===== src/rtl/ex_result_skid_pkg.sv =====
// Shared types and constants for the execute-stage result skid buffer.
// The beat struct is the unit stored in both the main and skid registers.
package ex_result_skid_pkg;

  localparam int XLEN   = 32;
  localparam int REG_AW = 5;

  localparam logic [2:0] BR_BEQ  = 3'b000;
  localparam logic [2:0] BR_BNE  = 3'b001;
  localparam logic [2:0] BR_BLT  = 3'b100;
  localparam logic [2:0] BR_BGE  = 3'b101;
  localparam logic [2:0] BR_BLTU = 3'b110;
  localparam logic [2:0] BR_BGEU = 3'b111;

  typedef struct packed {
    logic [XLEN-1:0]   result;
    logic [REG_AW-1:0] rd;
    logic              reg_write;
    logic              taken;
    logic              illegal;
  } ex_beat_t;

endpackage


===== src/rtl/ex_result_skid_br_cond_eval.sv =====
// Combinational branch resolver: ALU flags from a SUB plus funct3 -> taken/illegal.
// Non-branch beats always resolve not-taken and legal.
module br_cond_eval
  import ex_result_skid_pkg::*;
(
  input  logic       is_branch,
  input  logic [2:0] funct3,
  input  logic       neg,
  input  logic       ovf,
  input  logic       zero,
  input  logic       carry,
  output logic       taken,
  output logic       illegal
);

  always_comb begin
    taken   = 1'b0;
    illegal = 1'b0;
    if (is_branch) begin
      case (funct3)
        BR_BEQ:  taken = zero;
        BR_BNE:  taken = !zero;
        BR_BLT:  taken = neg ^ ovf;
        BR_BGE:  taken = !(neg ^ ovf);
        // carry means borrow on SUB, i.e. A <u B
        BR_BLTU: taken = carry;
        BR_BGEU: taken = !carry;
        default: illegal = 1'b1;
      endcase
    end
  end

endmodule


===== src/rtl/ex_result_skid.sv =====
// Execute-stage result buffer: 2-entry skid between ALU and MEM, with branch
// resolution at accept and a one-cycle redirect pulse for taken branches.
module ex_result_skid
  import ex_result_skid_pkg::*;
(
  input  logic              clk,
  input  logic              rst_n,
  input  logic              flush,
  input  logic              in_valid,
  output logic              in_ready,
  input  logic [XLEN-1:0]   in_result,
  input  logic              in_neg,
  input  logic              in_ovf,
  input  logic              in_zero,
  input  logic              in_carry,
  input  logic              in_is_branch,
  input  logic [2:0]        in_br_funct3,
  input  logic [XLEN-1:0]   in_target,
  input  logic [REG_AW-1:0] in_rd,
  input  logic              in_reg_write,
  output logic              out_valid,
  input  logic              out_ready,
  output logic [XLEN-1:0]   out_result,
  output logic [REG_AW-1:0] out_rd,
  output logic              out_reg_write,
  output logic              out_taken,
  output logic              out_br_illegal,
  output logic              redirect_valid,
  output logic [XLEN-1:0]   redirect_pc
);

  ex_beat_t        main_q, main_d, skid_q, skid_d, beat_in;
  logic            main_valid_q, main_valid_d;
  logic            skid_valid_q, skid_valid_d;
  logic            redir_valid_q, redir_valid_d;
  logic [XLEN-1:0] redir_pc_q, redir_pc_d;
  logic            br_taken, br_illegal;
  logic            accept, xfer;

  br_cond_eval u_br_cond_eval (
    .is_branch (in_is_branch),
    .funct3    (in_br_funct3),
    .neg       (in_neg),
    .ovf       (in_ovf),
    .zero      (in_zero),
    .carry     (in_carry),
    .taken     (br_taken),
    .illegal   (br_illegal)
  );

  // in_ready comes straight from a flop so MEM stalls never reach the ALU path
  assign in_ready = !skid_valid_q;
  assign accept   = in_valid && in_ready && !flush;
  assign xfer     = main_valid_q && out_ready;

  always_comb begin
    beat_in.result    = in_result;
    beat_in.rd        = in_rd;
    beat_in.reg_write = in_reg_write && !in_is_branch;
    beat_in.taken     = br_taken;
    beat_in.illegal   = br_illegal;
  end

  always_comb begin
    main_d        = main_q;
    skid_d        = skid_q;
    main_valid_d  = main_valid_q;
    skid_valid_d  = skid_valid_q;
    redir_valid_d = 1'b0;
    redir_pc_d    = redir_pc_q;
    if (flush) begin
      main_valid_d = 1'b0;
      skid_valid_d = 1'b0;
    end else begin
      if (accept && beat_in.taken) begin
        redir_valid_d = 1'b1;
        redir_pc_d    = in_target;
      end
      if (!main_valid_q || xfer) begin
        // main frees up: oldest held beat (skid) moves forward first
        if (skid_valid_q) begin
          main_d       = skid_q;
          main_valid_d = 1'b1;
          skid_valid_d = accept;
          if (accept) skid_d = beat_in;
        end else begin
          main_valid_d = accept;
          if (accept) main_d = beat_in;
        end
      end else if (accept) begin
        skid_d       = beat_in;
        skid_valid_d = 1'b1;
      end
    end
  end

  always_ff @(posedge clk or negedge rst_n) begin
    if (!rst_n) begin
      main_q        <= '0;
      skid_q        <= '0;
      main_valid_q  <= 1'b0;
      skid_valid_q  <= 1'b0;
      redir_valid_q <= 1'b0;
      redir_pc_q    <= '0;
    end else begin
      main_q        <= main_d;
      skid_q        <= skid_d;
      main_valid_q  <= main_valid_d;
      skid_valid_q  <= skid_valid_d;
      redir_valid_q <= redir_valid_d;
      redir_pc_q    <= redir_pc_d;
    end
  end

  assign out_valid      = main_valid_q;
  assign out_result     = main_q.result;
  assign out_rd         = main_q.rd;
  assign out_reg_write  = main_q.reg_write;
  assign out_taken      = main_q.taken;
  assign out_br_illegal = main_q.illegal;
  assign redirect_valid = redir_valid_q;
  assign redirect_pc    = redir_pc_q;

endmodule

===== config.mk =====
export PLATFORM = sky130hd
export DESIGN_NAME = ex_result_skid
export DESIGN_NICKNAME = d
export VERILOG_FILES = /design/src/rtl/ex_result_skid_pkg.sv /design/src/rtl/ex_result_skid_br_cond_eval.sv /design/src/rtl/ex_result_skid.sv
export SDC_FILE = /design/constraint.sdc
export NUM_CORES = 1
export LEC_CHECK = 0
export CAP_MARGIN = 20
export CORE_ASPECT_RATIO = 0.5
export CORE_UTILIZATION = 41
export DETAILED_ROUTE_END_ITERATION = 8
export PLACE_DENSITY = 0.73
export SLEW_MARGIN = 20
export SYNTH_ARGS = -nofsm -noshare
export SYNTH_HDL_FRONTEND = slang
export SYNTH_SLANG_ARGS = --single-unit
export TNS_END_PERCENT = 5

===== constraint.sdc =====
create_clock -name clk -period 2.6 [get_ports clk]
set_input_delay 0.39 -clock clk [delete_from_list [all_inputs] [get_ports clk]]
set_output_delay 0.39 -clock clk [all_outputs]
set_load 0.01 [all_outputs]

==> results.md, run 1 <==
STA:
- The maximum operating frequency is 502 MHz.
- The count of final setup violators is 0.
- At the pin with the least slew margin, the transition time is 0.579 ns.
- The worst slew slack as a fraction of its limit is 61.3%.
- The final count of pins violating max slew is 0.
- The worst clock skew is 0.00621 ns.
- The final-layout setup total negative slack is 0 ns.
- Setup repair after global routing left no endpoint under its margin.
- The post-layout minimum cycle time is 1.99 ns.
- The final critical-path share of the clock period is 76.7%.
- The final hold violation count was 0.

Drt:
- Detailed routing inserted a total of 3305 vias.
- The final layout contains routed wiring with a total length of 10.3 mm.
- The detailed-router iteration count before antenna repair is 4.
- For this block, the initial DRC count from the detailed router was 99.
- The average wire per cell in the routed design is 14.9 um.
- The remaining antenna violation count after routing is 0.
- The ratio of routed vias to standard cells is 4.77.
- For this run, design rule violations remaining after detail routing come to 0.

Pwr:
- The static leakage is 2.97 nW.
- Power spread over the standard cell area amounts to 850 nW/um^2.
- The clock network is responsible for 37.6% of the overall power.
- In this run the power spent charging and discharging nets is 0.00156 W.
- Cell internal power was estimated by the tool at 0.00456 W.
- The relative contribution of combinational cells to total power is 22.8%.
- The share of power burned in registers is 39.6%.
- The worst-case IR drop observed on VDD is 446 uV.
- The net switching fraction of the power is 25.5%.

Synth:
- The flop and latch count out of synthesis is 115.
- The most used flip-flop cell after synthesis is dfrtp_1.
- The proportion of netlist area held by the largest area contributor is 59.8%.
- The post-synth design cell area is 4810 sq um.
- By area the synthesized netlist is led by dfrtp_1 60%, mux2_2 9.6%, mux2_4 9.1%, mux2i_1 7.7%, a21oi_1 4.2%.
- The synthesized design contains 0 enable-type register cells.
- The sequential fraction of the synthesis area is 59.8%.
- The count of distinct cell types in the synthesized netlist is 27.
- Ranked by instance count, the synthesized netlist is headed by 115 x dfrtp_1, 42 x nor2_1, 41 x mux2_2.
- Yosys instantiated no cell more often than dfrtp_1.
- The post-synthesis area per instance is 13.5 sq um.
- In the synthesized netlist the async set-or-reset flop fraction comes to 100%.
- The number of nets in the synthesized netlist is 438.
- Counting every instance in the synthesized netlist gives 355.
- The library cell with the largest summed area after synthesis is dfrtp_1.
- The count of yosys warnings during synthesis is 0.

Die:
- In this run the count of I/O pins placed on the die edge is 158.
- The standard-cell row count is 27.
- The die outline width is 155 um.
- The die area is 12200 sq um.
- The die height is 78.6 um.
- After floorplanning, the core was sized to cover 11200 sq um.
- The effective utilization at floorplan is 42.9%.

Setup path:
- For flop-to-flop paths, the worst setup slack is 0.63 ns.
- Data on the critical path is required at its endpoint by 2.21 ns.
- The kind of start point of the critical path is a register.
- Of all nets on the critical path, the largest fanout is 16.
- The worst setup path is captured at an output pin.
- The worst register-to-register path begins at skid_valid_q.
- The startpoint-to-endpoint class of the critical path is register to output pin.
- The start point of the critical path is skid_valid_q.
- The worst path arrival time is 1.60 ns.

CTS:
- The H-tree depth is 4.
- The cts-stage hold buffer count is 1.
- The number of gates given a new drive strength after cts is 0.
- TritonCTS built the clock tree.
- Clock-pin slew was measured on the worst setup and hold paths at 0.06 ns.
- The root buffer cell is clkbuf_16.
- Clock tree synthesis found a total of 115 sinks.
- The number of buffers created by CTS is 17.
- The deepest clock path buffer count is 2.
- The number of setup buffers added after CTS is 0.
- The clock reaches the later pin of the worst-skew pair after 0.40 ns.

GRT:
- The number of antenna violations at the first check in global routing came to 0.
- Entering global routing, the biggest net connects 44 pins.
- The aggregate global-route resource usage is 18.1%.
- The via count of the first global-routing pass is 3422.
- The first global-routing pass estimated 17.0 mm of wire.
- Global routing finished with a remaining overflow of 0.

Place:
- The post-place instance area is 6590 sq um.
- In this run the tool buffered the top-level ports with 157 buffer cells.
- The wire-length estimate of the detail-placed layout is 6.97 mm.
- The congestion estimate from routability-driven global placement came to 0.738.

Job:
- Max-cap violations in this run came to 0.

Hold path:
- In this run the worst hold path is classified as register to register.
- The launch point of the worst hold path is skid_q[2].

Finish:
- The number of antenna repair diodes is 0.
- Compared with the post-synthesis result, the final layout area differs by 49.6%.
- Cells with a size suffix above 1 make up 21.9% of the layout.
- The net count of the finished layout is 604.
- The post-route standard cell area excluding fillers is 7190 sq um.

Outcome:
- The run finished with clean final reports.
[layout make-up]
class	instances	area [sq um]
clock inverters	14	154
fillers	903	4020
clock buffers	18	439
well taps	159	199
repair buffers	167	1680
flip-flops and latches	115	2880
multi-input cells	218	1830
inverters	2	7.51
[metrics by stage]
step | cells | total power, W | setup WS, ns | hold WS [ns] | utilization (%)
6_report | 693 | 0.00612 | 0.607 | 0.479 | 64.1
5_1_grt | 693 | 0.00641 | 0.505 | 0.504 | 64.1
3_3_place_gp | 660 | 0.00381 | 0.245 | 0.419 | 58.8
3_5_place_dp | 660 | 0.00385 | 0.212 | 0.424 | 58.8
4_1_cts | 693 | 0.00618 | 0.591 | 0.483 | 64.1
2_1_floorplan | 355 | 0.00304 | 0.789 | 0.0944 | -
[power by group through the flow]
stage          clock network [W]  registers (W)  logic [W]
2_1_floorplan                  0        0.00253   0.000512
3_3_place_gp                   0        0.00244    0.00137
3_5_place_dp                   0        0.00244    0.00141
4_1_cts                  0.00235        0.00242    0.00141
5_1_grt                  0.00244        0.00248    0.00150
6_report                 0.00230        0.00242    0.00139
[path summary, 6_finish.rpt]
path / endpoint / cells after the start
max reg2reg: redirect_pc[27] / 5
min: skid_q[2] / 2
max in group asynchronous: skid_q[11] / 3
min in group asynchronous: out_result[22] / 2
min reg2reg: skid_q[2] / 2
max: in_ready / 2
[cell usage in the layout (no fill, tap or decap), types with 2 or more instances in the layout]
cell,instances
mux2_4,29
o21ai_0,5
buf_12,3
clkbuf_16,17
inv_6,3
mux2_2,41
clkdlybuf4s50_1,156
buf_4,7
nand2b_1,4
clkinvlp_4,6
mux2i_1,37
clkinv_4,2
inv_1,2
dfrtp_1,114
nor2_1,42
a21oi_1,40
bufinv_16,2
nand2_1,6
[metal layers]
metal / GRT usage (%) / routed length [um] / vias to the layer above
li1: - / - / 1582
met1: 22.9 / 4600 / 1633
met2: 29.8 / 5130 / 76
met3: 4.80 / 404 / 14
met4: 7.55 / 180 / 0
met5: 0 / 0 / -
[critical path, cell delays in order, from the launching register on]
cell             delay (ns)
dfrtp_2                0.57
inv_1                  0.10
clkdlybuf4s50_1        0.53
[registers in the layout (all words and copies together) (netlist names)]
signal          flops
out_valid           1
out_reg_write       1
out_result         32
skid_valid_q        1
redirect_pc        32
out_rd              5
out_br_illegal      1
out_taken           1
redirect_valid      1
skid_q             40
[cells by family (layout without fill, tap and decap cells)]
family | count (synthesis) | count (layout) | synth area share, %
AO/OA/AOI/OAI | 50 | 50 | 5.54
XOR/XNOR | 1 | 1 | 0.494
multiplexers | 107 | 107 | 26.4
buffers and inverters | 22 | 201 | 2.29
AND/OR/NAND/NOR | 60 | 60 | 5.49
flip-flops | 115 | 115 | 59.8
(Power assumes the default switching activity.)
==> inputs of run 2 (changes only) <==
PLACE_DENSITY = 0.76   (was 0.73)
clock period = 1.61 ns   (was 2.6 ns; I/O delays follow)
==> results.md, run 2 (synthesis results as in run 1) <==
Die:
- The die covers 12200 sq um.
- The die is 78.6 um tall.
- 158 I/O pins were placed.
- From left edge to right edge, the die measures 155 um.
- The core region is 11200 sq um.
- In this run the core area contains 27 standard-cell rows.
- The effective utilization at floorplan is 42.9%.

Drt:
- The routed layout has 3429 vias.
- The detailed router's first-iteration violation count is 196.
- The post-route DRC violation count is 0.
- The detailed-router iteration count before antenna repair is 6.
- Routed signal wires occupy layers up through met4.
- The average wire per cell in the routed design is 16.3 um.
- The overall routed net length is 11.6 mm.
- Detailed routing placed a total of 320 um of wire on met3.
- The detailed router put a total of 5.01 mm of wire on met1.
- The length of routed met2 wiring is 6.00 mm.
- In this run the remaining antenna-violating nets after routing total 0.
- Using the TritonRoute via totals, the vias-per-cell ratio works out to 4.82.

STA:
- The worst pin sits at a relative slew slack of 77.3%.
- For the pin with the worst max-slew slack, the measured transition is 0.341 ns.
- The post-layout minimum cycle time is 1.58 ns.
- Setup violations remaining at the end of the flow were counted as 0.
- Adding up every negative setup slack in the final design gives 0 ns.
- After layout, the worst path uses 98.1% of the clock period.
- The worst clock skew is 0.00641 ns.
- The final hold violation count is 0.
- Static timing analysis puts the maximum clock frequency at 633 MHz.
- Setup repair after global routing could not meet its margin everywhere.
- The final count of pins violating max slew is 0.

Finish:
- The number of antenna diodes in the final layout is 0.
- The most frequent standard cell in the layout excluding fill and tap cells is clkdlybuf4s50_1.
- The post-route netlist has 25.3% of its cells at a drive strength greater than 1.
- The register with the most flip-flops in the layout has 40 of them.
- For this run, the number of standard cells in the final layout without fillers is 712.
- After the last flow step, the layout net total stands at 623.
- skid_q holds more flip-flops than any other register.
- Relative to the synthesized area, the layout overhead comes to 55.2%.
- The library cells used most frequently in the layout, excluding fill and tap cells, are 146 x clkdlybuf4s50_1, 114 x dfrtp_1, 41 x mux2_2, 41 x nor2_1, 40 x a21oi_1.
- The fill cell total of the finished layout is 827.

Setup path:
- Among cell families on the critical path, the largest total delay comes from buffers and inverters.
- The maximum cell stage delay along the critical path is 0.47 ns.
- The buffers plus inverters on the worst setup path is 3.
- STA puts the critical path data required time at 1.89 ns.
- The slowest cell on the critical path is clkdlybuf4s50_1.
- The startpoint-to-endpoint class of the critical path is input port to register.
- The signal on the critical path passes through clkdlybuf4s50_1 -> nand2b_1 -> a21boi_1 -> nor3_4 -> buf_12 -> buf_4 -> mux2_4.
- The worst path arrival time is 1.86 ns.
- The kind of end point of the critical path is a register.
- Of all nets on the critical path, the largest fanout is 6.
- STA classifies the critical path startpoint as an input port.

CTS:
- The deepest clock path buffer count is 2.
- The clock insertion delay at the later pin of the skew report is 0.40 ns.
- The cell sitting at the root of the clock tree is a clkbuf_16.
- In this run, CTS created clock tree buffers numbering 17.
- The H-tree was split into 4 levels.
- Clock-pin slew was measured on the worst setup and hold paths at 0.05 ns.
- The clock tree from TritonCTS is built.
- The clock net in this run drives a total of 115 sinks.

Pwr:
- The internal portion of the total power is 0.00749 W.
- In this run the power spent charging and discharging nets is 0.00247 W.
- The clock network burns 37.3% of the power.
- In this run switching power makes up 24.8% of total power.
- The power density of the placed cells is 1330 nW/um^2.
- The final total power is 0.00996 W.
- The share of total power dissipated in sequential elements is 39.3%.
- The share of total power dissipated in combinational logic is 23.4%.
- VDD sags by at most 679 uV.
- Summed over all cells, the static leakage comes to 3.17 nW.

GRT:
- The first global-routing pass estimated 18.7 mm of wire.
- The total overflow left after global routing is 0.
- Across every metal layer, demand over resource in global routing totals 20.2%.
- The via count of the first global-routing pass was 3581.
- The number of antenna violations at the first check in global routing is 0.
- Entering global routing, the biggest net connects 52 pins.

Job:
- The number of maximum-capacitance constraint violations is 0.

Place:
- In this run, placement finished with an instance count of 676.
- The HPWL after detailed placement is 7.84 mm.
- The count of buffers added on input and output ports is 157.
- Routability-driven placement finished with a final weighted congestion of 0.758.

Outcome:
- The run finished with clean final reports.

Hold path:
- The tightest min-delay check is of the input port to async pin type.
-- run 2: changes by cell type in the layout (fill, tap and decap cells not counted), moves of 2 or more --
cell and delta:
buf_4 +10, inv_6 -3, dlygate4sd2_1 +4, clkinv_4 -2
clkbuf_8 +3, buf_6 +2, clkinvlp_4 -4, clkdlybuf4s50_1 -10
clkinv_2 +5, buf_12 +7, dlymetal6s2s_1 +5
-- run 2: through the flow --
step           setup slack [ns]  util (%)  cell area [sq um]  hold WS, ns
2_1_floorplan           -0.0448         -               4820      -0.0541
3_3_place_gp             -0.557      60.5               6780        0.175
3_5_place_dp             -0.616      60.5               6780        0.174
4_1_cts                0.000456      66.5               7460        0.285
5_1_grt                 -0.0125      66.6               7460        0.336
6_report                 0.0299      66.6               7460        0.295
-- run 2: cell type report --
cell class              instances  area, sq um  area share (%)
inverters                       2         7.51           0.101
clock inverters                10          105            1.41
repair buffers                186         1920            25.8
clock buffers                  22          484            6.49
well taps                     159          199            2.67
flip-flops and latches        115         2880            38.6
multi-input cells             218         1870            25.0
-- run 2: final timing paths --
path                       slack, ns         endpoint  cells after the start            start
hold / removal                  0.29    out_result[7]                      2            rst_n
max in group asynchronous       0.73     skid_valid_q                      3            rst_n
min in group clk                0.43        skid_q[0]                      3  in_br_funct3[1]
setup / recovery                0.03  redirect_pc[24]                      7  in_br_funct3[2]
hold reg to reg                 0.50        skid_q[2]                      2        skid_q[2]
setup reg to reg                0.05  redirect_pc[27]                      6     skid_valid_q
-- run 2: power groups by stage --
stage / registers (W) / logic (W) / clock network [W]
floorplan: 0.00408 / 0.000829 / 0
global placement: 0.00392 / 0.00229 / 0
detailed placement: 0.00394 / 0.00234 / 0
CTS: 0.00391 / 0.00237 / 0.00378
global route: 0.00399 / 0.00250 / 0.00393
finish: 0.00392 / 0.00233 / 0.00371
-- run 2: repair_timing --
item	CTS	global route
hold buffers	1	0
setup buffers	1	0
endpoints found under the setup margin	33	37
gates resized for setup	18	6
gates cloned	2	0
pin swaps	3	1
endpoints found under the hold margin	22	0
-- run 2: metal layers --
metal / GRT usage [%] / up-vias
met3: 4.20 / 21
met5: 0 / -
li1: - / 1618
met1: 25.3 / 1728
met2: 34.0 / 62
met4: 9.02 / 0
